[config.mk]
export PLATFORM = sky130hd
export DESIGN_NAME = rr_grant_arbiter
export DESIGN_NICKNAME = d
export VERILOG_FILES = /design/src/rtl/rr_grant_arbiter.sv
export SDC_FILE = /design/constraint.sdc
export NUM_CORES = 1
export LEC_CHECK = 0
export CAP_MARGIN = 0
export CORE_AREA = 4 4 61 63
export DETAILED_ROUTE_END_ITERATION = 12
export DIE_AREA = 0 0 65 67
export GPL_TIMING_DRIVEN = 0
export PLACE_DENSITY_LB_ADDON = 0.08
export SLEW_MARGIN = 0
export SYNTH_ARGS = -nofsm -noshare
export SYNTH_HDL_FRONTEND = slang
export SYNTH_SLANG_ARGS = --single-unit
[constraint.sdc]
create_clock -name clk -period 3.6 [get_ports clk]
set_input_delay 0.36 -clock clk [delete_from_list [all_inputs] [get_ports clk]]
set_output_delay 0.36 -clock clk [all_outputs]
set_load 0.03 [all_outputs]
[src/rtl/rr_grant_arbiter.sv]
// rr_grant_arbiter: round-robin one-hot grant with forced idle gap; optional hold timeout via RR_GRANT_ARBITER_TIMEOUT_EN
module rr_grant_arbiter #(
    parameter int NUM_REQ  = 8,
    parameter int HOLD_MAX = 16,
    localparam int IW      = (NUM_REQ > 1) ? $clog2(NUM_REQ) : 1
) (
    input  logic               clk,
    input  logic               rst_n,
    input  logic [NUM_REQ-1:0] req,
    input  logic               done,
    output logic               any_req,
    output logic [NUM_REQ-1:0] grant,
    output logic               grant_valid,
    output logic [IW-1:0]      grant_idx,
    output logic               timeout
);
    typedef enum logic {IDLE, BUSY} state_t;

    if (NUM_REQ < 1 || NUM_REQ > 32 || HOLD_MAX < 2) begin : g_bad_param
        $error("rr_grant_arbiter: illegal NUM_REQ or HOLD_MAX");
    end

    state_t             state, state_n;
    logic [IW-1:0]      ptr, ptr_n, pick, idx_n, k, nxt;
    logic [NUM_REQ-1:0] grant_n;
    logic               valid_n, found, rel, expire;

    assign any_req = |req;
    assign rel     = done | ~req[grant_idx];
    assign nxt     = (grant_idx == IW'(NUM_REQ - 1)) ? '0 : grant_idx + 1'b1;

    // first asserted request scanning upward from ptr, wrapping at the top
    always_comb begin
        pick  = '0;
        found = 1'b0;
        k     = '0;
        for (int i = 0; i < NUM_REQ; i++) begin
            k = IW'((int'(ptr) + i) % NUM_REQ);
            if (!found && req[k]) begin
                pick  = k;
                found = 1'b1;
            end
        end
    end

    // next state: grant from IDLE, release (or expiry) back to IDLE and advance ptr
    always_comb begin
        state_n = state;
        ptr_n   = ptr;
        grant_n = grant;
        idx_n   = grant_idx;
        valid_n = grant_valid;
        if (state == IDLE) begin
            if (any_req) begin
                state_n = BUSY;
                grant_n = NUM_REQ'(1) << pick;
                idx_n   = pick;
                valid_n = 1'b1;
            end
        end else if (rel || expire) begin
            state_n = IDLE;
            grant_n = '0;
            valid_n = 1'b0;
            ptr_n   = nxt;
        end
    end

    // state and grant registers
    always_ff @(posedge clk or negedge rst_n) begin
        if (!rst_n) begin
            state       <= IDLE;
            ptr         <= '0;
            grant       <= '0;
            grant_idx   <= '0;
            grant_valid <= 1'b0;
        end else begin
            state       <= state_n;
            ptr         <= ptr_n;
            grant       <= grant_n;
            grant_idx   <= idx_n;
            grant_valid <= valid_n;
        end
    end

`ifdef RR_GRANT_ARBITER_TIMEOUT_EN
    localparam int CW = $clog2(HOLD_MAX + 1);
    logic [CW-1:0] cnt;

    assign expire = (state == BUSY) && (cnt == CW'(HOLD_MAX - 1));

    // hold counter restarts every grant; timeout pulses only when expiry beats a release
    always_ff @(posedge clk or negedge rst_n) begin
        if (!rst_n) begin
            cnt     <= '0;
            timeout <= 1'b0;
        end else begin
            cnt     <= (state == BUSY) ? cnt + 1'b1 : '0;
            timeout <= expire & ~rel;
        end
    end
`else
    assign expire  = 1'b0;
    assign timeout = 1'b0;
`endif
endmodule

# [Word-level counts from Yosys, hierarchy flattened]
# Cells that the tools add are included.
[word_totals] regBits=16 latch_bits=0 ramBits=0 rom_bits=0 output_inout_bits=14 word_cells=90 mem_count=0
[classes] addsub=8 n_mul=0 div_mod_pow=0 order_cmp=9 eq_ne=2 shifts=1 muxes=43 n_bitwise=3 reduce_logical=19
[op_table] cell="$lt A3 B4 Y1 const B" count=9
[op_table] cell="$bmux W1 S3" count=9
[op_table] cell="$mux W3" count=9
[op_table] cell="$mux W8" count=3
[op_table] cell="$mux W1" count=22
[op_table] cell="$add A3 B3 Y3 const B" count=4
[op_table] cell="$reduce_or A8 Y1" count=1
[op_table] cell="$shl A1 B3 Y8 const A" count=1
[op_table] cell="$logic_and A1 B1 Y1" count=7
[op_table] cell="$logic_not A1 Y1" count=7
[op_table] cell="$add A3 B1 Y3 const B" count=2
[op_table] cell="$add A3 B2 Y3 const B" count=2
[op_table] cell="$reduce_and A2 Y1" count=3
[op_table] cell="$eq A3 B3 Y1 const B" count=1
[op_table] cell="$ne A2 B1 Y1 const B" count=1
[op_table] cell="$not A1 Y1" count=2
[op_table] cell="$reduce_bool A2 Y1" count=1
[op_table] cell="$or A1 B1 Y1" count=1

# [Longest topological paths before layout]
# Gate-level depths: netlist of run 1.
[logic_depth] depth_word=27 ltp_mapped=12

# [Worst setup path after synthesis of run 1]
# No wires, ideal clock.
[synth_path] path_kind="reg-to-reg" from="reg ptr[0]" to="reg grant[3]" t_arrival_ns=2.990 t_required_ns=3.478 path_slack_ns=0.488 stages_incl_launch_ff=13 n_path_buf=3 synth_period_minus_slack_ns=3.112 path_cell_list="dfrtp_1 buf_6 buf_6 inv_1 ha_1 buf_6 mux2_1 mux4_2 and2_1 a211oi_1 mux2i_1 o22a_1 a32o_1"
[synth_via] elab_chain_len=27
[synth_lines] item="start, declared" line_no="24" text="logic [IW-1:0] ptr, ptr_n, pick, idx_n, k, nxt;"
[synth_lines] item="start signal, assigned" line_no="78" text="ptr <= ptr_n;"
[synth_lines] item="branches (longest 23 deep; another with $add A3 B1 Y3)"
[synth_lines] item="$mux W3 (*)" line_no="39" text="if (!found && req[k]) begin"
[synth_lines] item="$shl A1 B3 Y8 (*)" line_no="56" text="grant_n = NUM_REQ'(1) << pick;"
[synth_lines] item="$mux W8 (*)" line_no="54" text="if (any_req) begin"
[synth_lines] item="$mux W8 (*)" line_no="53" text="if (state == IDLE) begin"
[synth_lines] item="end signal, assigned" line_no="79" text="grant <= grant_n;"
[synth_lines] item="end, declared" line_no="12" text="output logic [NUM_REQ-1:0] grant,"
# Mark *: on every way between the ends. The select of a mux whose other input is x is not followed.
# A chain may end at the register's enable or synchronous reset.

# [Worst setup path after layout of run 1]
[layout_path] from="reg ptr[0]" to="reg grant[2]"
# The elaborated chain is that of the path after synthesis.

==> impl_summary.txt, run 1 <==
----------------------------------------------------
[Timing]
  Maximum frequency from static timing analysis ... 297.0 MHz
  Worst-case headroom to the max-slew limit ... 0.5327
  Number of hold violations in the final report ... 0
  Worst-case hold slack ... 0.4782 ns
  Min Clock Period, post-route ... 3.367 ns
  Worst clock skew ... 0.002384 ns
  Number of failing setup endpoints in the final timing report ... 0
  Final worst-path cycle share ... 0.9353
  Number of pins exceeding their max-slew limit in the final report ... 0
  Slew at the pin with the worst max-slew slack ... 0.6987 ns
  Total Neg Setup Slack ... 0 ns

[Global route]
  Wire length of the first global-routing pass ... 6.982 mm
  GR Util All Layers ... 0.2048
  GRT overflow ... 0
  Largest net degree at the start of global routing ... 17
  Vias in the first global route ... 1509
  Initial antenna violation count ... 0

[Setup path]
  Capture instance of the worst register-to-register path ... grant[2]
  Crit end category ... register
  Cells on worst reg2reg path ... 12
  Startpoint Class ... register
  Cell with the largest stage delay on the worst path ... sky130_fd_sc_hd__mux4_2
  Arrival time of data at the critical path endpoint ... 3.54 ns
  Cell breakdown of the critical path ... buf_6, buf_6, inv_1, ha_2, buf_6, mux2_1, mux4_2, and2_1, a211oi_1, mux2i_1, o22a_1, a32o_1
  CP dominant cell by count ... sky130_fd_sc_hd__buf_6
  Required time at the endpoint of the critical path ... 3.78 ns
  Critical Path Source ... ptr[0]
  Largest stage delay on the critical path ... 0.50 ns
  Start of the worst register-to-register path ... ptr[0]
  R2r setup slk ... 0.23 ns
  Critical path fanouts, max ... 10
  Capturing element of the worst setup path ... grant[2]
  Startpoint-to-endpoint class of the critical path ... reg2reg

[Placement]
  Post-DP HPWL ... 3.166 mm
  Port bufs ... 23
  Weighted congestion at the end of routability-driven global placement ... 0.8077

[CTS]
  Clock insertion delay at the later pin of the skew report ... 0.28 ns
  Clock tree from TritonCTS ... built
  Clock buffers created by TritonCTS ... 3
  Clock tree buffer depth ... 2
  Clock slew seen by the registers of the worst setup and hold paths ... 0.09 ns
  Clock Tree Root ... sky130_fd_sc_hd__clkbuf_4
  Hold-fix buffers at CTS ... 0
  Clock net sink count ... 16
  Number of levels in the clock H-tree ... 1

[Detailed routing]
  Per-cell routed wire length ... 17.35 um
  Routed via count divided by cell count ... 6.265
  Total Wirelength ... 4.061 mm
  Number of DRC markers in iteration 0 ... 98
  First drt pass iteration count ... 4
  Number of vias after detailed routing ... 1466
  Post-route antenna net violation count ... 0
  DRC Markers ... 0

[Pwr]
  PD cells ... 1115 nW/um^2
  Leakage power ... 0.7737 nW
  Tot Pwr ... 2.235 mW
  Maximum resistive drop on vdd ... 0.6567 mV

[Cells and area]
  Fraction of final layout cells with drive strength greater than 1 ... 0.2074
  Commonest cells after routing, fill and taps aside ... sky130_fd_sc_hd__clkdlybuf4s50_1, sky130_fd_sc_hd__nand2_1, sky130_fd_sc_hd__dfrtp_1
  Utilization of the core after routing ... 0.6202
  Final net count ... 204
  Most common library cell in the layout ignoring fill and taps ... sky130_fd_sc_hd__clkdlybuf4s50_1
  Area Overhead vs Synth ... 20.45%
  Final antenna diode count ... 0

[Floorplanning]
  Cell row count ... 21
  Die outline width ... 65 um
  Core area ... 3232 um^2
  Full die area ... 4355 um^2
  Starting density of the core ... 0.5149
  Die Y-Extent ... 67 um
  I/O pins ... 25

[Min path]
  Class of the tightest hold or removal check ... reg2reg

[Yosys]
  Synthesized area per cell ... 10.40 um^2
  Cell count after synthesis ... 160
  Ys Warns ... 0
  Share of the yosys chip area belonging to registers ... 0.2406
  Post-synthesis cell type count ... 43
  Count of state elements after synthesis ... 16
  Cell area after technology mapping ... 1664 um^2
  Post-Syn Nets ... 175

[Status]
  Run status ... finished clean

[Job]
  Max-cap viol count ... 0

----------------------------------------------------
layout make-up:
cell class,count,area [um^2]
Fill cell,297,1227
Multi-Input combinational cell,132,1199
Sequential cell,16,400.4
Timing Repair Buffer,24,237.7
Buffer,8,58.81
Tap cell,46,57.56
Clock buffer,4,36.28
Inverter,4,15.01
where the power goes:
group	leakage, nW	internal, mW	switching (mW)	total, mW
Sequential	0.205	0.252	0.0680	0.319
Clock	0.0210	0.0615	0.0540	0.116
Combinational	0.547	0.804	0.996	1.80
per-layer routing:
metal	track usage	routed length (um)
met1	0.2495	1708
met2	0.3640	2157
met3	0.02024	134
met4	0.09235	60
met5	0	0
worst min path at each step:
stage | cells past startpoint | slack, ns | to | from
after floorplan | 0 | 0.06 | grant[0] | rst_n
after CTS | 2 | 0.49 | grant[6] | grant[6]
after detailed placement | 2 | 0.46 | grant[4] | grant[4]
after global placement | 2 | 0.46 | grant_valid | grant_valid
after global routing | 2 | 0.51 | grant[6] | grant[6]
final | 2 | 0.48 | grant[4] | grant[4]
state kept, by name, indices dropped and copies added, names as in the netlist:
signal and flops:
grant_idx 3, state 1, ptr 3, grant_valid 1, grant 8
repair_timing:
item	4_1_cts	5_1_grt
resized for setup	0	2
setup buffers	0	1
endpoints found under the setup margin	0	6
hold endpoints to repair	0	0
critical path: cells and delay by family (launching register included):
kind	cells	cell delay (ns)
DFF	1	0.41
buffers and inverters	4	0.59
adders and majority gates	1	0.37
AOI/OAI and AO/OA	3	0.72
and+or+nand+nor	1	0.18
muxes	3	0.98
cell families (layout without fill, tap and decap cells):
group | Yosys count | after routing | synth area share
other cells | 1 | 1 | 0.002253
buf+inv | 12 | 40 | 0.04435
xor+xnor | 2 | 2 | 0.01053
mux | 37 | 37 | 0.3436
compound gates | 43 | 43 | 0.1948
fa+ha+maj | 4 | 4 | 0.03008
flops | 16 | 16 | 0.2406
simple gates | 45 | 45 | 0.1338
synth_stat cells:
master	number	area, um^2
sky130_fd_sc_hd__a21boi_1	1	7.510
sky130_fd_sc_hd__o32ai_4	1	27.53
sky130_fd_sc_hd__nand4_2	1	12.51
sky130_fd_sc_hd__nor3_4	1	16.27
sky130_fd_sc_hd__dfrtp_1	16	400.4
sky130_fd_sc_hd__mux2_1	5	56.30
sky130_fd_sc_hd__a22o_1	2	17.52
sky130_fd_sc_hd__nand3_1	2	10.01
sky130_fd_sc_hd__nand2b_1	4	25.02
sky130_fd_sc_hd__xnor2_1	1	8.760
sky130_fd_sc_hd__o22a_1	1	8.760
sky130_fd_sc_hd__nand3b_1	1	7.510
sky130_fd_sc_hd__mux4_2	15	337.8
sky130_fd_sc_hd__a41oi_1	1	8.760
sky130_fd_sc_hd__o21ai_1	3	15.01
sky130_fd_sc_hd__and2_1	3	18.77
sky130_fd_sc_hd__buf_4	1	7.510
sky130_fd_sc_hd__inv_1	3	11.26
sky130_fd_sc_hd__buf_1	1	3.750
sky130_fd_sc_hd__o211ai_1	1	7.510
sky130_fd_sc_hd__nor3_1	3	15.01
sky130_fd_sc_hd__o22ai_1	3	18.77
sky130_fd_sc_hd__inv_2	1	3.750
sky130_fd_sc_hd__a211oi_1	1	7.510
sky130_fd_sc_hd__o31ai_1	5	37.54
sky130_fd_sc_hd__ha_1	4	50.05
sky130_fd_sc_hd__clkbuf_1	1	3.750
sky130_fd_sc_hd__nor4_1	2	12.51
sky130_fd_sc_hd__xor2_1	1	8.760
sky130_fd_sc_hd__conb_1	1	3.750
sky130_fd_sc_hd__a32o_1	5	50.05
sky130_fd_sc_hd__buf_2	2	10.01
sky130_fd_sc_hd__buf_6	3	33.78
sky130_fd_sc_hd__a31oi_1	1	6.260
sky130_fd_sc_hd__o21a_1	3	22.52
sky130_fd_sc_hd__mux2i_1	11	110.1
sky130_fd_sc_hd__o21ai_0	5	25.02
sky130_fd_sc_hd__a21oi_1	8	40.04
sky130_fd_sc_hd__a22oi_1	1	7.510
sky130_fd_sc_hd__a32oi_2	1	16.27
sky130_fd_sc_hd__mux2_2	6	67.56
sky130_fd_sc_hd__nor2_1	9	33.78
sky130_fd_sc_hd__nand2_1	19	71.32
through the flow:
stage	worst slack, ns	instance area [um^2]	cells
2_1_floorplan	0.4881	1664	160
3_3_place_gp	0.1658	1952	229
3_5_place_dp	0.1599	1952	229
4_1_cts	0.1293	1988	233
5_1_grt	-0.008411	2004	234
6_report	0.2331	2004	234
Power figures use the tool's default switching activity.
==> run 2: changes to the inputs <==
ABC_CLOCK_PERIOD_IN_PS = 3600   (was unset)
==> results of run 2 <==
No change in the layout: final DEF, timing and power equal those of run 1.
==> run 3: changes to the inputs <==
ABC_AREA = 1   (was unset)
CORE_AREA = 4 4 59 61   (was 4 4 61 63)
DIE_AREA = 0 0 63 65   (was 0 0 65 67)
GPL_TIMING_DRIVEN = 1   (was 0)
==> impl_summary.txt, run 3 <==
----------------------------------------------------
[Setup path]
  Startpoint-to-endpoint class of the critical path ... reg2reg
  Top Family by Delay on Critical Path ... simple AND/OR/NAND/NOR gates
  Path length in cells of the critical path ... 16 (+4)
  CP dominant cell by count ... sky130_fd_sc_hd__nand2_1
  Required time at the endpoint of the critical path ... 3.79 ns (about the same)
  Crit end category ... register
  Critical path fanouts, max ... 10 (unchanged)
  Arrival time of data at the critical path endpoint ... 2.87 ns (-0.67 ns)
  Cells on worst reg2reg path ... 16 (+4)
  Largest stage delay on the critical path ... 0.59 ns (+0.09 ns)
  Cell breakdown of the critical path ... inv_2, ha_1, inv_1, nand3_1, nand3_2, nand2_4, nor2_8, nand4_4, nor2_4, nand2_1, nand2_1, nand2_1, nand3_1, inv_1, nand2_1, nand2_1
  Bufs and invs on worst path ... 3 (-1)
  Startpoint Class ... register
  Cell with the largest stage delay on the worst path ... sky130_fd_sc_hd__dfrtp_1

[CTS]
  Clock tree buffer depth ... 2 (unchanged)
  Post-CTS setup-driven buffer insertion count ... 0 (unchanged)
  Clock buffers created by TritonCTS ... 3 (unchanged)
  Clock Tree Root ... sky130_fd_sc_hd__clkbuf_4
  Clock insertion delay at the later pin of the skew report ... 0.29 ns (about the same)
  Number of levels in the clock H-tree ... 1 (unchanged)
  Hold-fix buffers at CTS ... 0 (unchanged)
  Quantity of gates resized following cts ... 0 (unchanged)
  Clock slew seen by the registers of the worst setup and hold paths ... 0.09 ns (about the same)
  Clock tree from TritonCTS ... built
  Clock net sink count ... 16 (unchanged)

[Floorplanning]
  Cell row count ... 20 (-4.8%)
  Starting density of the core ... 0.5101 (-0.004821)
  Core area ... 2978 um^2 (-7.9%)
  Die Y-Extent ... 65 um (-3.0%)
  I/O pins ... 25 (unchanged)
  Die outline width ... 63 um (-3.1%)
  Full die area ... 4095 um^2 (-6.0%)

[Global route]
  Initial antenna violation count ... 0 (unchanged)
  GR Util All Layers ... 0.1944 (-0.01039)
  GRT overflow ... 0 (unchanged)
  Wire length of the first global-routing pass ... 6.430 mm (-7.9%)
  Largest net degree at the start of global routing ... 17 (unchanged)
  Vias in the first global route ... 1483 (-1.7%)

[Yosys]
  Synth Area in Adders ... 0.03295 (+0.002874)
  Count of state elements after synthesis ... 16 (unchanged)
  Top cell types by occurrence after synthesis ... sky130_fd_sc_hd__nand2_1, sky130_fd_sc_hd__nand3_1, sky130_fd_sc_hd__inv_1
  Number of flops mapped to enable cells by yosys ... 0 (unchanged)
  Ys Warns ... 0 (unchanged)
  Dominant combinational cell family by area after synthesis ... simple AND/OR/NAND/NOR gates
  Synthesized area per cell ... 6.409 um^2 (-38%)
  Share of the yosys chip area belonging to registers ... 0.2636 (+0.02299)
  Area fraction of the dominant cell type after synthesis ... 0.2636 (+0.02299)
  Cell count after synthesis ... 237 (+48%)
  Synth Area in Compound Gates ... 0.07331 (-0.1214)
  Post-Synth XOR/XNOR Area ... 0.02801 (+0.01748)
  Post-Syn Nets ... 252 (+44%)
  Leading area contributor after synthesis ... sky130_fd_sc_hd__dfrtp_1
  Post-synthesis cell type count ... 32 (-26%)
  Top post-synthesis cells by area ... sky130_fd_sc_hd__dfrtp_1, sky130_fd_sc_hd__nand2_1, sky130_fd_sc_hd__nand3_1
  Top flip-flop cell by instance count after synthesis ... sky130_fd_sc_hd__dfrtp_1
  Cell area after technology mapping ... 1519 um^2 (-8.7%)
  Mux share of post-synthesis cell area ... 0.01318 (-0.3304)
  Async SR Flop Fraction ... 1.000 (unchanged)
  Most used standard cell by instance count after synthesis ... sky130_fd_sc_hd__nand2_1
  Basic-gate share of the synthesized area counting and, or, nand and nor cells ... 0.4852 (+0.3513)

[Timing]
  Worst-case headroom to the max-slew limit ... 0.5208 (-0.01190)
  Number of failing setup endpoints in the final timing report ... 0 (unchanged)
  Number of pins exceeding their max-slew limit in the final report ... 0 (unchanged)
  Number of hold violations in the final report ... 0 (unchanged)
  Worst clock skew ... 0.003562 ns (+0.001177 ns)
  Slew at the pin with the worst max-slew slack ... 0.7165 ns (+0.01780 ns)
  Final worst-path cycle share ... 0.7460 (-0.1892)
  Setup repair after global routing missed its margin ... no
  Maximum frequency from static timing analysis ... 372.4 MHz (+25%)
  Min Clock Period, post-route ... 2.686 ns (-0.6813 ns)
  Total Neg Setup Slack ... 0 ns (unchanged)

[Detailed routing]
  First drt pass iteration count ... 4 (unchanged)
  Number of DRC markers in iteration 0 ... 98 (unchanged)
  Post-route antenna net violation count ... 0 (unchanged)
  DRC Markers ... 0 (unchanged)
  Number of vias after detailed routing ... 1532 (+4.5%)
  Total Wirelength ... 3.691 mm (-9.1%)
  Per-cell routed wire length ... 12.68 um (-27%)
  Routed via count divided by cell count ... 5.265 (-16%)

[Min path]
  Min-Delay Path Depth ... 2 (unchanged)
  Class of the tightest hold or removal check ... reg2reg

[Placement]
  Post-DP HPWL ... 3.000 mm (-5.2%)
  Port bufs ... 23 (unchanged)
  Weighted congestion at the end of routability-driven global placement ... 0.9334 (+16%)

[Cells and area]
  Fraction of final layout cells with drive strength greater than 1 ... 0.08915 (-0.1183)
  Largest register by flop count ... grant
  Commonest cells after routing, fill and taps aside ... sky130_fd_sc_hd__nand2_1, sky130_fd_sc_hd__nand3_1, sky130_fd_sc_hd__inv_1
  Final antenna diode count ... 0 (unchanged)
  Area Overhead vs Synth ... 16.56%
  Largest registers ... grant x8, grant_idx x3, ptr x3
  Flip-flop count of the largest register after layout ... 8 (unchanged)
  FF+latch area ... 400.4 um^2 (unchanged)
  Multi-input gate area ... 964.7 um^2 (-20%)
  Final net count ... 275 (+35%)
  Most common library cell in the layout ignoring fill and taps ... sky130_fd_sc_hd__nand2_1
  Fill cell count ... 274 (-7.7%)

[Status]
  Run status ... finished clean

[Job]
  Max-cap viol count ... 0 (unchanged)

----------------------------------------------------
[run 3: area by class of cell]
type,count,share of cell area
clock buffer,3,0.01272
inverter,29,0.06290
multi-input combinational,187,0.5449
sequential,16,0.2261
tap,33,0.02332
timing repair buffer,23,0.1300
[run 3: logic make-up (layout without fill, tap and decap cells)]
| family | count (synthesis) | in the layout |
|---|---|---|
| AND/OR/NAND/NOR | 158 | 158 |
| buffers and inverters | 34 | 55 |
| AO/OA/AOI/OAI | 18 | 18 |
| flip-flops | 16 | 16 |
| adder cells (fa/ha/maj) | 4 | 4 |
| XOR/XNOR | 4 | 4 |
| multiplexers | 2 | 2 |
| other | 1 | 1 |
[run 3: worst reg2reg max path: cells and delay by family (launching register included)]
kind | cells | cell delay (ns)
DFF | 1 | 0.59
and+or+nand+nor | 12 | 1.17
adders and majority gates | 1 | 0.39
buffers and inverters | 3 | 0.44
[run 3: worst paths after layout]
check,end,startpoint,slack [ns]
max in group asynchronous,grant[0],rst_n,2.66
worst max register to register,grant[0],ptr[1],0.91
worst max-delay path,grant[0],ptr[1],0.91
worst min-delay path,grant_valid,grant_valid,0.48
worst min register to register,grant_valid,grant_valid,0.48
min in group asynchronous,state,rst_n,0.49
[run 3: through the flow]
| stage | hold slack [ns] | cell area [um^2] | util | instances | worst slack [ns] |
|---|---|---|---|---|---|
| floorplan | 0.06441 | 1519 | - | 237 | 1.275 |
| global placement | 0.4615 | 1748 | 0.5870 | 288 | 1.014 |
| detailed placement | 0.4646 | 1748 | 0.5870 | 288 | 0.9402 |
| CTS | 0.4886 | 1770 | 0.5945 | 291 | 0.9387 |
| global route | 0.5154 | 1770 | 0.5945 | 291 | 0.5903 |
| finish | 0.4821 | 1770 | 0.5945 | 291 | 0.9144 |
[run 3: per-layer routing]
layer	track usage	share of wire	vias up
met2	0.3188	0.46	23
li1	-	-	801
met3	0.01906	0.023	13
met4	0.09091	0.028	0
met5	0	0	-
met1	0.2573	0.49	695
Power of run 3 is not shown: default switching activity piles up to over one toggle a cycle in this logic, so the estimate is an artifact.
